`src/rtl/sc_spi_arb_pkg.sv`:
```
// sc_spi_arb_pkg: shared FSM state type, field widths and round-robin helper
// for the SPI frame arbiter. Imported by the interface, picker and top.
package sc_spi_arb_pkg;

   typedef enum logic [2:0] {
      sIDLE  = 3'd0,
      sSTART = 3'd1,
      sWAIT  = 3'd2,
      sRUN   = 3'd3,
      sDONE  = 3'd4
   } state_t;

   localparam int CSSEL_W = 5;
   localparam int DW_W    = 9;
   localparam int CS_T_W  = 4;
   localparam int MODE_W  = 3;
   localparam int WORD_W  = 32;
   localparam int DPT_W   = 4;

   // Index following idx, wrapping at n.
   function automatic int rr_next(input int idx, input int n);
      return (idx + 1 >= n) ? 0 : idx + 1;
   endfunction

endpackage

```
`src/rtl/sc_spi_arb_if.sv`:
```
// sc_spi_arb_if: requester-side and engine-side signals of the SPI frame
// arbiter. Modport master is the arbiter's view; modport slave is the view of
// everything around it (requester front-ends and the protocol engine).
interface sc_spi_arb_if
   import sc_spi_arb_pkg::*;
   #(parameter int NUM_REQ = 4);

   // requester side
   logic [NUM_REQ-1:0]         REQ;
   logic [NUM_REQ-1:0]         REQ_LAST;
   logic [CSSEL_W*NUM_REQ-1:0] REQ_CSSEL;
   logic [DW_W*NUM_REQ-1:0]    REQ_DWIDTH;
   logic [CS_T_W*NUM_REQ-1:0]  REQ_CSSETUP;
   logic [CS_T_W*NUM_REQ-1:0]  REQ_CSHOLD;
   logic [MODE_W*NUM_REQ-1:0]  REQ_MODE;
   logic [WORD_W*NUM_REQ-1:0]  REQ_TXDATA;
   logic [NUM_REQ-1:0]         GNT;
   logic [NUM_REQ-1:0]         DONE;
   logic [NUM_REQ-1:0]         REQ_RXVALID;
   logic [WORD_W-1:0]          REQ_RXDATA;
   logic [DPT_W-1:0]           REQ_RXDPT;
   logic [DPT_W-1:0]           REQ_TXDPT;

   // engine side
   logic                       SPISTART;
   logic                       SPIBUSY;
   logic [CSSEL_W-1:0]         CSSEL;
   logic [DW_W-1:0]            DWIDTH;
   logic [CS_T_W-1:0]          CSSETUP;
   logic [CS_T_W-1:0]          CSHOLD;
   logic                       CPOL;
   logic                       CPHA;
   logic                       BORDER;
   logic                       CSEXTEND;
   logic [WORD_W-1:0]          TXDATA;
   logic [DPT_W-1:0]           TXDPT;
   logic [WORD_W-1:0]          RXDATA;
   logic                       RXVALID;
   logic [DPT_W-1:0]           RXDPT;

   modport master (
      input  REQ, REQ_LAST, REQ_CSSEL, REQ_DWIDTH, REQ_CSSETUP, REQ_CSHOLD,
             REQ_MODE, REQ_TXDATA,
      output GNT, DONE, REQ_RXVALID, REQ_RXDATA, REQ_RXDPT, REQ_TXDPT,
      output SPISTART, CSSEL, DWIDTH, CSSETUP, CSHOLD, CPOL, CPHA, BORDER,
             CSEXTEND, TXDATA,
      input  SPIBUSY, TXDPT, RXDATA, RXVALID, RXDPT
   );

   modport slave (
      output REQ, REQ_LAST, REQ_CSSEL, REQ_DWIDTH, REQ_CSSETUP, REQ_CSHOLD,
             REQ_MODE, REQ_TXDATA,
      input  GNT, DONE, REQ_RXVALID, REQ_RXDATA, REQ_RXDPT, REQ_TXDPT,
      input  SPISTART, CSSEL, DWIDTH, CSSETUP, CSHOLD, CPOL, CPHA, BORDER,
             CSEXTEND, TXDATA,
      output SPIBUSY, TXDPT, RXDATA, RXVALID, RXDPT
   );

endinterface

```
`src/rtl/sc_spi_arb_rr_pick.sv`:
```
// sc_spi_rr_pick: combinational winner selection over a request vector.
// Default: round-robin search starting at i_ptr.
// With SC_SPI_ARB_FIXPRI_EN defined: fixed priority, lowest index wins and
// i_ptr is ignored.
module sc_spi_rr_pick
   #(parameter  int NUM_REQ = 4,
     localparam int RW      = $clog2(NUM_REQ))
   (input  logic [NUM_REQ-1:0] i_req,
    input  logic [RW-1:0]      i_ptr,
    output logic [NUM_REQ-1:0] o_gnt,
    output logic [RW-1:0]      o_idx,
    output logic               o_any);

`ifdef SC_SPI_ARB_FIXPRI_EN
   logic w_unused_ptr;
   assign w_unused_ptr = ^i_ptr;

   // Scan from the top down so the lowest requesting index is the last write.
   always_comb begin
      o_gnt = '0;
      o_idx = '0;
      o_any = 1'b0;
      for (int i = NUM_REQ - 1; i >= 0; i--) begin
         if (i_req[RW'(i)]) begin
            o_gnt          = '0;
            o_gnt[RW'(i)]  = 1'b1;
            o_idx          = RW'(i);
            o_any          = 1'b1;
         end
      end
   end
`else
   // Scan offsets from the far end back to i_ptr so the nearest requester
   // at or after the pointer is the last write.
   always_comb begin
      int j;
      j     = 0;
      o_gnt = '0;
      o_idx = '0;
      o_any = 1'b0;
      for (int k = NUM_REQ - 1; k >= 0; k--) begin
         j = int'(i_ptr) + k;
         if (j >= NUM_REQ) j = j - NUM_REQ;
         if (i_req[RW'(j)]) begin
            o_gnt          = '0;
            o_gnt[RW'(j)]  = 1'b1;
            o_idx          = RW'(j);
            o_any          = 1'b1;
         end
      end
   end
`endif

endmodule

```
`src/rtl/sc_spi_arb.sv`:
```
// sc_spi_arb: frame arbiter/sequencer sharing one SPI protocol engine among
// NUM_REQ requesters. Grants round-robin (fixed priority when
// SC_SPI_ARB_FIXPRI_EN is defined), latches the winner's frame config,
// pulses SPISTART, routes TX/RX words and keeps the grant locked across
// CS-extended multi-frame transactions.
module sc_spi_arb
   import sc_spi_arb_pkg::*;
   #(parameter int NUM_REQ = 4)
   (input logic          SPICLK,
    input logic          SYSRSTB,
    sc_spi_arb_if.master bus);

   localparam int RW = $clog2(NUM_REQ);

   state_t               r_state;
   logic [NUM_REQ-1:0]   r_gnt;
   logic [NUM_REQ-1:0]   r_done;
   logic [RW-1:0]        r_own;
   logic [RW-1:0]        r_ptr;
   logic                 r_lock;
   logic                 r_start;
   logic                 r_last;
   logic                 r_csext;
   logic [CSSEL_W-1:0]   r_cssel;
   logic [DW_W-1:0]      r_dwidth;
   logic [CS_T_W-1:0]    r_cssetup;
   logic [CS_T_W-1:0]    r_cshold;
   logic [MODE_W-1:0]    r_mode;

   logic [NUM_REQ-1:0]   w_gnt;
   logic [RW-1:0]        w_idx;
   logic                 w_any;
   logic [RW-1:0]        w_cand;
   logic                 w_take;
   logic                 w_last;
   logic [CSSEL_W-1:0]   w_cssel;
   logic [DW_W-1:0]      w_dw;
   logic [CS_T_W-1:0]    w_setup;
   logic [CS_T_W-1:0]    w_hold;
   logic [MODE_W-1:0]    w_mode;

   sc_spi_rr_pick #(.NUM_REQ(NUM_REQ)) u_pick (
      .i_req (bus.REQ),
      .i_ptr (r_ptr),
      .o_gnt (w_gnt),
      .o_idx (w_idx),
      .o_any (w_any)
   );

   // A locked transaction only ever considers its current owner.
   assign w_cand  = r_lock ? r_own : w_idx;
   assign w_take  = ~bus.SPIBUSY & (r_lock ? bus.REQ[r_own] : w_any);
   assign w_last  = bus.REQ_LAST[w_cand];
   assign w_cssel = bus.REQ_CSSEL[int'(w_cand)*CSSEL_W +: CSSEL_W];
   assign w_dw    = bus.REQ_DWIDTH[int'(w_cand)*DW_W +: DW_W];
   assign w_setup = bus.REQ_CSSETUP[int'(w_cand)*CS_T_W +: CS_T_W];
   assign w_hold  = bus.REQ_CSHOLD[int'(w_cand)*CS_T_W +: CS_T_W];
   assign w_mode  = bus.REQ_MODE[int'(w_cand)*MODE_W +: MODE_W];

   // Frame sequencer: grant, start pulse, engine busy tracking, done/lock.
   always_ff @(posedge SPICLK or negedge SYSRSTB) begin
      if (!SYSRSTB) begin
         r_state   <= sIDLE;
         r_gnt     <= '0;
         r_done    <= '0;
         r_own     <= '0;
         r_ptr     <= '0;
         r_lock    <= 1'b0;
         r_start   <= 1'b0;
         r_last    <= 1'b0;
         r_csext   <= 1'b0;
         r_cssel   <= '0;
         r_dwidth  <= '0;
         r_cssetup <= '0;
         r_cshold  <= '0;
         r_mode    <= '0;
      end else begin
         r_start <= 1'b0;
         r_done  <= '0;
         case (r_state)
            sIDLE: begin
               if (w_take) begin
                  // chip select is fixed for the whole locked transaction
                  if (!r_lock) begin
                     r_gnt   <= w_gnt;
                     r_own   <= w_idx;
                     r_cssel <= w_cssel;
                  end
                  r_dwidth  <= w_dw;
                  r_cssetup <= w_setup;
                  r_cshold  <= w_hold;
                  r_mode    <= w_mode;
                  r_last    <= w_last;
                  r_csext   <= ~w_last;
                  r_state   <= sSTART;
               end
            end
            sSTART: begin
               r_start <= 1'b1;
               r_state <= sWAIT;
            end
            sWAIT: begin
               if (bus.SPIBUSY) r_state <= sRUN;
            end
            sRUN: begin
               if (!bus.SPIBUSY) begin
                  r_done  <= r_gnt;
                  r_state <= sDONE;
               end
            end
            sDONE: begin
               if (r_last) begin
                  r_lock <= 1'b0;
                  r_gnt  <= '0;
                  r_ptr  <= RW'(rr_next(int'(r_own), NUM_REQ));
               end else begin
                  r_lock <= 1'b1;
               end
               r_state <= sIDLE;
            end
            default: r_state <= sIDLE;
         endcase
      end
   end

   assign bus.GNT         = r_gnt;
   assign bus.DONE        = r_done;
   assign bus.SPISTART    = r_start;
   assign bus.CSSEL       = r_cssel;
   assign bus.DWIDTH      = r_dwidth;
   assign bus.CSSETUP     = r_cssetup;
   assign bus.CSHOLD      = r_cshold;
   assign bus.BORDER      = r_mode[2];
   assign bus.CPOL        = r_mode[1];
   assign bus.CPHA        = r_mode[0];
   assign bus.CSEXTEND    = r_csext;
   assign bus.TXDATA      = (|r_gnt) ? bus.REQ_TXDATA[int'(r_own)*WORD_W +: WORD_W] : '0;
   assign bus.REQ_TXDPT   = bus.TXDPT;
   assign bus.REQ_RXDATA  = bus.RXDATA;
   assign bus.REQ_RXDPT   = bus.RXDPT;
   assign bus.REQ_RXVALID = {NUM_REQ{bus.RXVALID}} & r_gnt;

endmodule
```
`src/flat_wrapper.sv`:
```
// flat-port wrapper written by rule: the top's interface ports become plain ports
module sc_spi_arb_flat import sc_spi_arb_pkg::*;
#(parameter int NUM_REQ = 4)
  (SPICLK, SYSRSTB, bus_REQ, bus_REQ_LAST, bus_REQ_CSSEL, bus_REQ_DWIDTH, bus_REQ_CSSETUP, bus_REQ_CSHOLD, bus_REQ_MODE, bus_REQ_TXDATA, bus_GNT, bus_DONE, bus_REQ_RXVALID, bus_REQ_RXDATA, bus_REQ_RXDPT, bus_REQ_TXDPT, bus_SPISTART, bus_CSSEL, bus_DWIDTH, bus_CSSETUP, bus_CSHOLD, bus_CPOL, bus_CPHA, bus_BORDER, bus_CSEXTEND, bus_TXDATA, bus_SPIBUSY, bus_TXDPT, bus_RXDATA, bus_RXVALID, bus_RXDPT);
  sc_spi_arb_if #(.NUM_REQ(NUM_REQ)) bus_i ();
  input logic SPICLK;
  input logic SYSRSTB;
  input wire logic [$bits(bus_i.REQ)-1:0] bus_REQ;
  input wire logic [$bits(bus_i.REQ_LAST)-1:0] bus_REQ_LAST;
  input wire logic [$bits(bus_i.REQ_CSSEL)-1:0] bus_REQ_CSSEL;
  input wire logic [$bits(bus_i.REQ_DWIDTH)-1:0] bus_REQ_DWIDTH;
  input wire logic [$bits(bus_i.REQ_CSSETUP)-1:0] bus_REQ_CSSETUP;
  input wire logic [$bits(bus_i.REQ_CSHOLD)-1:0] bus_REQ_CSHOLD;
  input wire logic [$bits(bus_i.REQ_MODE)-1:0] bus_REQ_MODE;
  input wire logic [$bits(bus_i.REQ_TXDATA)-1:0] bus_REQ_TXDATA;
  output wire logic [$bits(bus_i.GNT)-1:0] bus_GNT;
  output wire logic [$bits(bus_i.DONE)-1:0] bus_DONE;
  output wire logic [$bits(bus_i.REQ_RXVALID)-1:0] bus_REQ_RXVALID;
  output wire logic [$bits(bus_i.REQ_RXDATA)-1:0] bus_REQ_RXDATA;
  output wire logic [$bits(bus_i.REQ_RXDPT)-1:0] bus_REQ_RXDPT;
  output wire logic [$bits(bus_i.REQ_TXDPT)-1:0] bus_REQ_TXDPT;
  output wire logic [$bits(bus_i.SPISTART)-1:0] bus_SPISTART;
  output wire logic [$bits(bus_i.CSSEL)-1:0] bus_CSSEL;
  output wire logic [$bits(bus_i.DWIDTH)-1:0] bus_DWIDTH;
  output wire logic [$bits(bus_i.CSSETUP)-1:0] bus_CSSETUP;
  output wire logic [$bits(bus_i.CSHOLD)-1:0] bus_CSHOLD;
  output wire logic [$bits(bus_i.CPOL)-1:0] bus_CPOL;
  output wire logic [$bits(bus_i.CPHA)-1:0] bus_CPHA;
  output wire logic [$bits(bus_i.BORDER)-1:0] bus_BORDER;
  output wire logic [$bits(bus_i.CSEXTEND)-1:0] bus_CSEXTEND;
  output wire logic [$bits(bus_i.TXDATA)-1:0] bus_TXDATA;
  input wire logic [$bits(bus_i.SPIBUSY)-1:0] bus_SPIBUSY;
  input wire logic [$bits(bus_i.TXDPT)-1:0] bus_TXDPT;
  input wire logic [$bits(bus_i.RXDATA)-1:0] bus_RXDATA;
  input wire logic [$bits(bus_i.RXVALID)-1:0] bus_RXVALID;
  input wire logic [$bits(bus_i.RXDPT)-1:0] bus_RXDPT;
  assign bus_i.REQ = bus_REQ;
  assign bus_i.REQ_LAST = bus_REQ_LAST;
  assign bus_i.REQ_CSSEL = bus_REQ_CSSEL;
  assign bus_i.REQ_DWIDTH = bus_REQ_DWIDTH;
  assign bus_i.REQ_CSSETUP = bus_REQ_CSSETUP;
  assign bus_i.REQ_CSHOLD = bus_REQ_CSHOLD;
  assign bus_i.REQ_MODE = bus_REQ_MODE;
  assign bus_i.REQ_TXDATA = bus_REQ_TXDATA;
  assign bus_GNT = bus_i.GNT;
  assign bus_DONE = bus_i.DONE;
  assign bus_REQ_RXVALID = bus_i.REQ_RXVALID;
  assign bus_REQ_RXDATA = bus_i.REQ_RXDATA;
  assign bus_REQ_RXDPT = bus_i.REQ_RXDPT;
  assign bus_REQ_TXDPT = bus_i.REQ_TXDPT;
  assign bus_SPISTART = bus_i.SPISTART;
  assign bus_CSSEL = bus_i.CSSEL;
  assign bus_DWIDTH = bus_i.DWIDTH;
  assign bus_CSSETUP = bus_i.CSSETUP;
  assign bus_CSHOLD = bus_i.CSHOLD;
  assign bus_CPOL = bus_i.CPOL;
  assign bus_CPHA = bus_i.CPHA;
  assign bus_BORDER = bus_i.BORDER;
  assign bus_CSEXTEND = bus_i.CSEXTEND;
  assign bus_TXDATA = bus_i.TXDATA;
  assign bus_i.SPIBUSY = bus_SPIBUSY;
  assign bus_i.TXDPT = bus_TXDPT;
  assign bus_i.RXDATA = bus_RXDATA;
  assign bus_i.RXVALID = bus_RXVALID;
  assign bus_i.RXDPT = bus_RXDPT;
  sc_spi_arb #(.NUM_REQ(NUM_REQ)) u_core (.SPICLK(SPICLK), .SYSRSTB(SYSRSTB), .bus(bus_i));
endmodule
```
`config.mk`:
```
export PLATFORM = sky130hd
export DESIGN_NAME = sc_spi_arb_flat
export DESIGN_NICKNAME = d
export VERILOG_FILES = /design/src/rtl/sc_spi_arb_pkg.sv /design/src/rtl/sc_spi_arb_if.sv /design/src/rtl/sc_spi_arb_rr_pick.sv /design/src/rtl/sc_spi_arb.sv /design/src/flat_wrapper.sv
export SDC_FILE = /design/constraint.sdc
export NUM_CORES = 1
export LEC_CHECK = 0
export CORE_AREA = 2 2 151 153
export CTS_CLUSTER_DIAMETER = 50
export DETAILED_ROUTE_END_ITERATION = 6
export DIE_AREA = 0 0 153 155
export PLACE_DENSITY_LB_ADDON = 0.3
export SYNTH_ARGS = -nofsm -noshare
export SYNTH_HDL_FRONTEND = slang
export SYNTH_HIERARCHICAL = 1
export SYNTH_SLANG_ARGS = --single-unit
```
`constraint.sdc`:
```
create_clock -name SPICLK -period 3.4 [get_ports SPICLK]
set_clock_uncertainty 0.1 [all_clocks]
set_input_delay 0.51 -clock SPICLK [delete_from_list [all_inputs] [get_ports SPICLK]]
set_output_delay 0.51 -clock SPICLK [all_outputs]
set_load 0.01 [all_outputs]
```
* Word level (Yosys, flattened, before mapping) *
Index checks and enable logic that the tools add are counted.

cells by class
  $add $sub $neg = 8
  multipliers = 3
  div/mod/pow operators = 0
  $lt $le $gt $ge = 15
  eq/ne operators = 9
  shifts and indexed selects = 6
  mux-type cells = 56
  bitwise operators = 5
  reductions and logical operators = 12

operator list
  kind                                                                                 number
  128-bit by 8-bit variable part select with 32-bit output                             1
  4-bit 2-to-1 mux                                                                     9
  36-bit by 32-bit variable part select with 9-bit output                              1
  32-bit 2-to-1 mux                                                                    1
  12-bit by 32-bit variable part select with 3-bit output                              1
  16-bit by 5-bit variable part select with 4-bit output                               2
  20-bit by 32-bit variable part select with 5-bit output                              1
  1-bit 2-to-1 mux                                                                     21
  2-bit 2-to-1 mux                                                                     10
  2-bit by 4-bit less-than comparator with 1-bit output, second input constant         4
  1-bit binary-select mux with 2-bit select                                            6
  3-bit greater-or-equal comparator, second input constant                             4
  3-bit one-hot mux with 4 select lines                                                1
  3-bit 2-to-1 mux                                                                     3
  1-bit demux with 2-bit select                                                        4
  2-bit by 1-bit greater-or-equal comparator with 1-bit output, second input constant  4
  4-bit one-hot mux with 2 select lines                                                1
  2-bit by 1-bit subtractor with 2-bit output, second input constant                   4
  2-bit by 1-bit adder with 3-bit output, second input constant                        2
  2-bit by 2-bit adder with 3-bit output, second input constant                        2
  3-bit by 2-bit equality test with 1-bit output, second input constant                2
  2-bit by 3-bit less-than comparator with 1-bit output, second input constant         2
  2-bit by 4-bit multiplier with 6-bit output, second input constant                   1
  2-bit inequality test, second input constant                                         3
  other kinds (16)                                                                     24

storage, ports and cells
  bits in registers = 44
  latch bits = 0
  RAM bits = 0
  bits in read-only memories = 0
  output and inout bits = 111
  word-level logic and storage cells = 128
  memories = 0

* Depth between registers and ports, before layout *
  depth in word-level cells = 14
  gate-level depth with buffers = 13

* By module *
Netlist, hierarchy kept.

by module, submodules not included
  module          times used  cells an instance  area each (µm²)
  sc_spi_arb      1           328                3,980.1
  sc_spi_rr_pick  1           53                 473.0

* Worst setup path before layout *
No wires, ideal clock.

  path kind = register to register
  start = register u_core.r_ptr[0]
  end = register u_core.r_cshold[0], in the netlist u_core/bus.CSHOLD[0]
  library setup time = 125 ps
  arrival time = 3,071 ps
  data required time = 3,175 ps
  setup slack = 104 ps
  cell stages (with the launch flop) = 12
  path buffers = 2
  clock period less this slack = 3,296 ps
  cell sequence = dfrtp_1 -> buf_6 -> inv_1 -> ha_1 -> mux4_2 -> or2_1 -> or3_1 -> nand2b_1 -> o221ai_4 -> nand2_4 -> buf_6 -> mux2_4

on the way
  word-level cells in the longest chain between the ends = 13

ends and longest elaborated chain
  element                                                                                           line                      text
  start, declared                                                                                   sc_spi_arb.sv:19          logic [RW-1:0] r_ptr;
  start signal, assigned                                                                            sc_spi_arb.sv:115         r_ptr <= RW'(rr_next(int'(r_own), NUM_REQ));
  2-bit by 2-bit adder with 3-bit output                                                            sc_spi_arb_rr_pick.sv:42  j = int'(i_ptr) + k;
  3-bit greater-or-equal comparator or 2-bit by 1-bit subtractor with 2-bit output (tied branches)  sc_spi_arb_rr_pick.sv:43  if (j >= NUM_REQ) j = j - NUM_REQ;
  2-bit 2-to-1 mux                                                                                  sc_spi_arb_rr_pick.sv:43
  1-bit binary-select mux with 2-bit select                                                         sc_spi_arb_rr_pick.sv:44  if (i_req[RW'(j)]) begin
  1-bit 2-to-1 mux (implied by the code) (2 in series)                                              sc_spi_arb_rr_pick.sv:44
  1-bit 2-to-1 mux (3 in series)                                                                    sc_spi_arb_rr_pick.sv:44
  1-bit 2-to-1 mux *                                                                                sc_spi_arb_rr_pick.sv:44
  via u_core.w_any                                                                                  sc_spi_arb.sv:32          logic w_any;
  1-bit 2-to-1 mux *                                                                                sc_spi_arb.sv:52          assign w_take = ~bus.SPIBUSY & (r_lock ? bus.REQ[r_own] : w_any);
  1-bit AND *                                                                                       sc_spi_arb.sv:52
  2-bit AND reduction (no source line) *                                                            -
  end signal, assigned                                                                              sc_spi_arb.sv:91          r_cshold <= w_hold;
  end, declared                                                                                     sc_spi_arb.sv:27          logic [CS_T_W-1:0] r_cshold;

The timed path passes the listed nets; every way through them passes the cells marked *. The select of a mux whose other input is x is not followed.
A chain may end at the register's enable or synchronous reset.

* Worst setup path after layout *
  start = register u_core.r_ptr[0]
  end = register u_core.r_dwidth[6], in the netlist u_core/bus.DWIDTH[6]

on the way
  word-level cells in the longest chain between the ends = 13

ends and longest elaborated chain
  element                                                                                           line                      text
  2-bit by 2-bit adder with 3-bit output                                                            sc_spi_arb_rr_pick.sv:42
  3-bit greater-or-equal comparator or 2-bit by 1-bit subtractor with 2-bit output (tied branches)  sc_spi_arb_rr_pick.sv:43
  2-bit 2-to-1 mux                                                                                  sc_spi_arb_rr_pick.sv:43
  1-bit binary-select mux with 2-bit select                                                         sc_spi_arb_rr_pick.sv:44
  1-bit 2-to-1 mux (implied by the code) (2 in series)                                              sc_spi_arb_rr_pick.sv:44
  2-bit 2-to-1 mux (3 in series)                                                                    sc_spi_arb_rr_pick.sv:44
  2-bit 2-to-1 mux *                                                                                sc_spi_arb_rr_pick.sv:44
  via u_core.w_idx[0]                                                                               sc_spi_arb.sv:31          logic [RW-1:0] w_idx;
  2-bit 2-to-1 mux *                                                                                -
  2-bit by 4-bit multiplier with 6-bit output *                                                     sc_spi_arb.sv:55          assign w_dw = bus.REQ_DWIDTH[int'(w_cand)*DW_W +: DW_W];
  36-bit by 32-bit variable part select with 9-bit output *                                         sc_spi_arb.sv:55
  end signal, assigned                                                                              sc_spi_arb.sv:89          r_dwidth <= w_dw;
  end, declared                                                                                     sc_spi_arb.sv:25          logic [DW_W-1:0] r_dwidth;

Marked as above.

==> flow_metrics.py <==
metrics = {
    "finish": {
        "areaGrowthSynthToFinish_pct": 75.9,
        "mostFrequentLayoutCells": "clkdlybuf4s50_1 (309), mux2i_1 (72), dfrtp_1 (42)",
        "drive_gt1_share_pct": 15.9,
        "layout_commonest_cell": "clkdlybuf4s50_1",
        "regArea_um2": 1100,
        "num-fill-cells": 2182,
        "fin_util_pct": 35.2,
        "fin_area_um2": 7830,
        "diodes": 0,
        "multiInputGateArea_um2": 2880,
        "nets": 947,
    },
    "clock_tree": {
        "postCtsSetupRepairBufs": 0,
        "cts_resized": 0,
        "cts_buffers": 5,
        "cts.clk_slew.worst_paths_ns": 0.07,
        "hold_buffers": 0,
        "cts_tree": "done",
        "cts_max_level": 2,
        "cts_root_buffer": "clkbuf_16",
        "clock_latency_ns": 0.28,
        "cts.sink_count": 44,
        "ctsLongestPathBuffers": 2,
    },
    "floorplan": {
        "die_x_um": 153,
        "core_um2": 22200,
        "die_h_um": 155,
        "start_util_pct": 20.0,
        "io_pins": 391,
        "num_rows": 55,
        "dieArea_um2": 23700,
    },
    "synth": {
        "yosysUniqueCellTypes": 48,
        "synth.area.mux_share_pct": 44.1,
        "synth_adder_area_share_pct": 2.53,
        "synth_nets": 670,
        "yosysWarnings": 6,
        "yosysSeqAreaShare_pct": 24.7,
        "avgSynthCellArea_um2": 11.7,
        "synth_xor_area_share_pct": 0,
        "synth_flop_cell": "dfrtp_1",
        "syn_area_um2": 4450,
        "synth_simple_gate_area_share_pct": 11.2,
        "synth_seq_cells": 44,
        "synth_compound_area_share_pct": 6.46,
        "async_reset_ff_share_pct": 100,
        "synth_top_family_by_area": "multiplexers",
        "synth_edf_count": 0,
        "synthCells": 381,
    },
    "routing": {
        "post_drt_wl_per_cell_um": 19.2,
        "drt_first_pass_iters": 6,
        "wl_um": 18100,
        "routed_via_density": 4.47,
        "drt_iter0_markers": 119,
        "drt_drc_violations_left": 0,
        "ant_nets": 0,
        "vias": 4216,
    },
    "setup_path": {
        "r2r_start": "u_core/r_ptr[0]",
        "path_class": "reg2reg",
        "crit_arrival_ns": 3.26,
        "cp-startpoint": "u_core/r_ptr[0]",
        "critical_path_required_ns": 3.47,
        "r2r_setup_slack_ns": 0.21,
        "startpoint_type": "flip-flop",
        "end_kind": "flip-flop",
        "cp_max_fo": 47,
    },
    "placement": {
        "io_buffers": 310,
        "placed_area_um2": 7690,
        "globalplace.congestion": 0.885,
        "dp_hpwl_um": 15200,
        "pre_cts_slack_ns": 0.00356,
    },
    "sta": {
        "grt_setup_unrepaired": "no",
        "fin_crit_ns": 3.19,
        "maxSlewViolCount": 0,
        "worst_slew_pin_slew_ns": 1.05,
        "tns_ns": 0,
        "fin_ws_ns": 0.212,
        "finalCritPeriodShare_pct": 93.8,
        "setup-violations-final": 0,
        "fmax_ghz": 0.314,
        "maxSlewHeadroom_pct": 30.1,
        "hold_viol": 0,
        "hold_ws_ns": 0.311,
    },
    "grt": {
        "antenna_found_initial": 0,
        "gr-usage-all-layers_pct": 14.7,
        "grt_pass1_vias": 4605,
        "gr-total-overflow": 0,
        "grt_use_met1_pct": 17.1,
        "grt_pass1_wl_um": 27200,
        "busiest_layer": "met2",
        "grt_use_met2_pct": 26.8,
        "grt_max_degree": 48,
        "grt.met3_usage_pct": 4.32,
    },
    "hold_path": {
        "worst_hold_path_type": "in2async",
    },
    "power": {
        "ir_drop_v": 0.000452,
        "leakagePower_nw": 3.23,
        "power_density_nw_per_um2": 796,
    },
    "outcome": {
        "status": "complete, no violations",
    },
    "flow_run": {
        "maxCapViolCount": 0,
    },
}
-- synthesized netlist by cell type (3+ instances only) --
cell | instances | area [um2]
mux2i_1 | 73 | 731
buf_4 | 48 | 360
dfrtp_1 | 44 | 1100
nor2b_1 | 36 | 225
mux4_2 | 35 | 788
mux2_4 | 18 | 270
nand2_1 | 12 | 45.0
and2_1 | 9 | 56.3
ha_1 | 9 | 113
mux2_2 | 9 | 101
o21ai_1 | 7 | 35.0
clkbuf_1 | 6 | 22.5
a21oi_1 | 5 | 25.0
buf_2 | 5 | 25.0
buf_6 | 5 | 56.3
a22o_1 | 4 | 35.0
inv_1 | 4 | 15.0
nand2b_1 | 4 | 25.0
nand3_1 | 4 | 20.0
nor2_1 | 4 | 15.0
a31oi_1 | 3 | 18.8
nor3_1 | 3 | 15.0
-- where the power goes --
group	switching, W	internal (W)	total (W)
registers	0.000270	0.000755	0.00103
logic	0.00202	0.00271	0.00473
clock network	0.000207	0.000272	0.000479
total	0.00249	0.00374	0.00623
-- logic make-up after synthesis --
kind of cell	Yosys count
AO/OA/AOI/OAI	38
AND/OR/NAND/NOR	82
adder cells (fa/ha/maj)	9
multiplexers	138
buffers and inverters	70
flip-flops	44
-- path summary, 6_finish.rpt --
| check | cells past startpoint | to |
|---|---|---|
| min in group SPICLK | 2 | u_core/bus.CSSEL[3] |
| worst min register to register | 2 | u_core/bus.CSSEL[3] |
| max in group asynchronous | 1 | u_core/r_own[1] |
| worst max register to register | 10 | u_core/bus.DWIDTH[6] |
| worst max-delay path | 10 | u_core/bus.DWIDTH[6] |
| worst min-delay path | 1 | u_core/bus.CSSEL[1] |
-- worst max-delay path: stages, from the launching register on --
cell and delay, ns:
dfrtp_1 0.43, inv_1 0.15, ha_1 0.35, mux4_2 0.55, a21oi_1 0.14, o31ai_1 0.11
mux2i_4 0.24, buf_12 0.32, mux2i_1 0.24, mux2i_1 0.10, mux2_4 0.28
-- per-layer routing --
metal / part of all wire [%] / wire length, um
met5: 0 / 0
met4: 0.93 / 169
met3: 8.7 / 1580
met2: 51 / 9260
met1: 39 / 7080
-- final cells by class --
cell class,instances,share of cell area [%]
Inverter,4,0.192
Clock inverter,2,0.160
Clock buffer,6,1.65
Multi-Input combinational cell,267,36.8
Sequential cell,44,14.1
Tap cell,285,4.55
Timing Repair Buffer,336,42.5
-- flip-flops by register name, indices dropped and copies added (netlist names) --
signal / flops
u_core/bus.DWIDTH: 9
u_core/bus.CSSEL: 5
u_core/bus.CSHOLD: 4
u_core/bus.CSSETUP: 4
u_core/bus.DONE: 4
u_core/bus.GNT: 4
u_core/r_mode: 3
u_core/r_state: 3
u_core/r_own: 2
u_core/r_ptr: 2
u_core/bus.CSEXTEND: 1
u_core/bus.SPISTART: 1
u_core/r_last: 1
u_core/r_lock: 1
-- per-stage QoR --
step | instances | power (W)
final | 944 | 0.00623
after global routing | 944 | 0.00667
after CTS | 944 | 0.00634
after detailed placement | 936 | 0.00581
after global placement | 936 | 0.00574
after floorplan | 381 | 0.00390
Power figures use the tool's default switching activity.
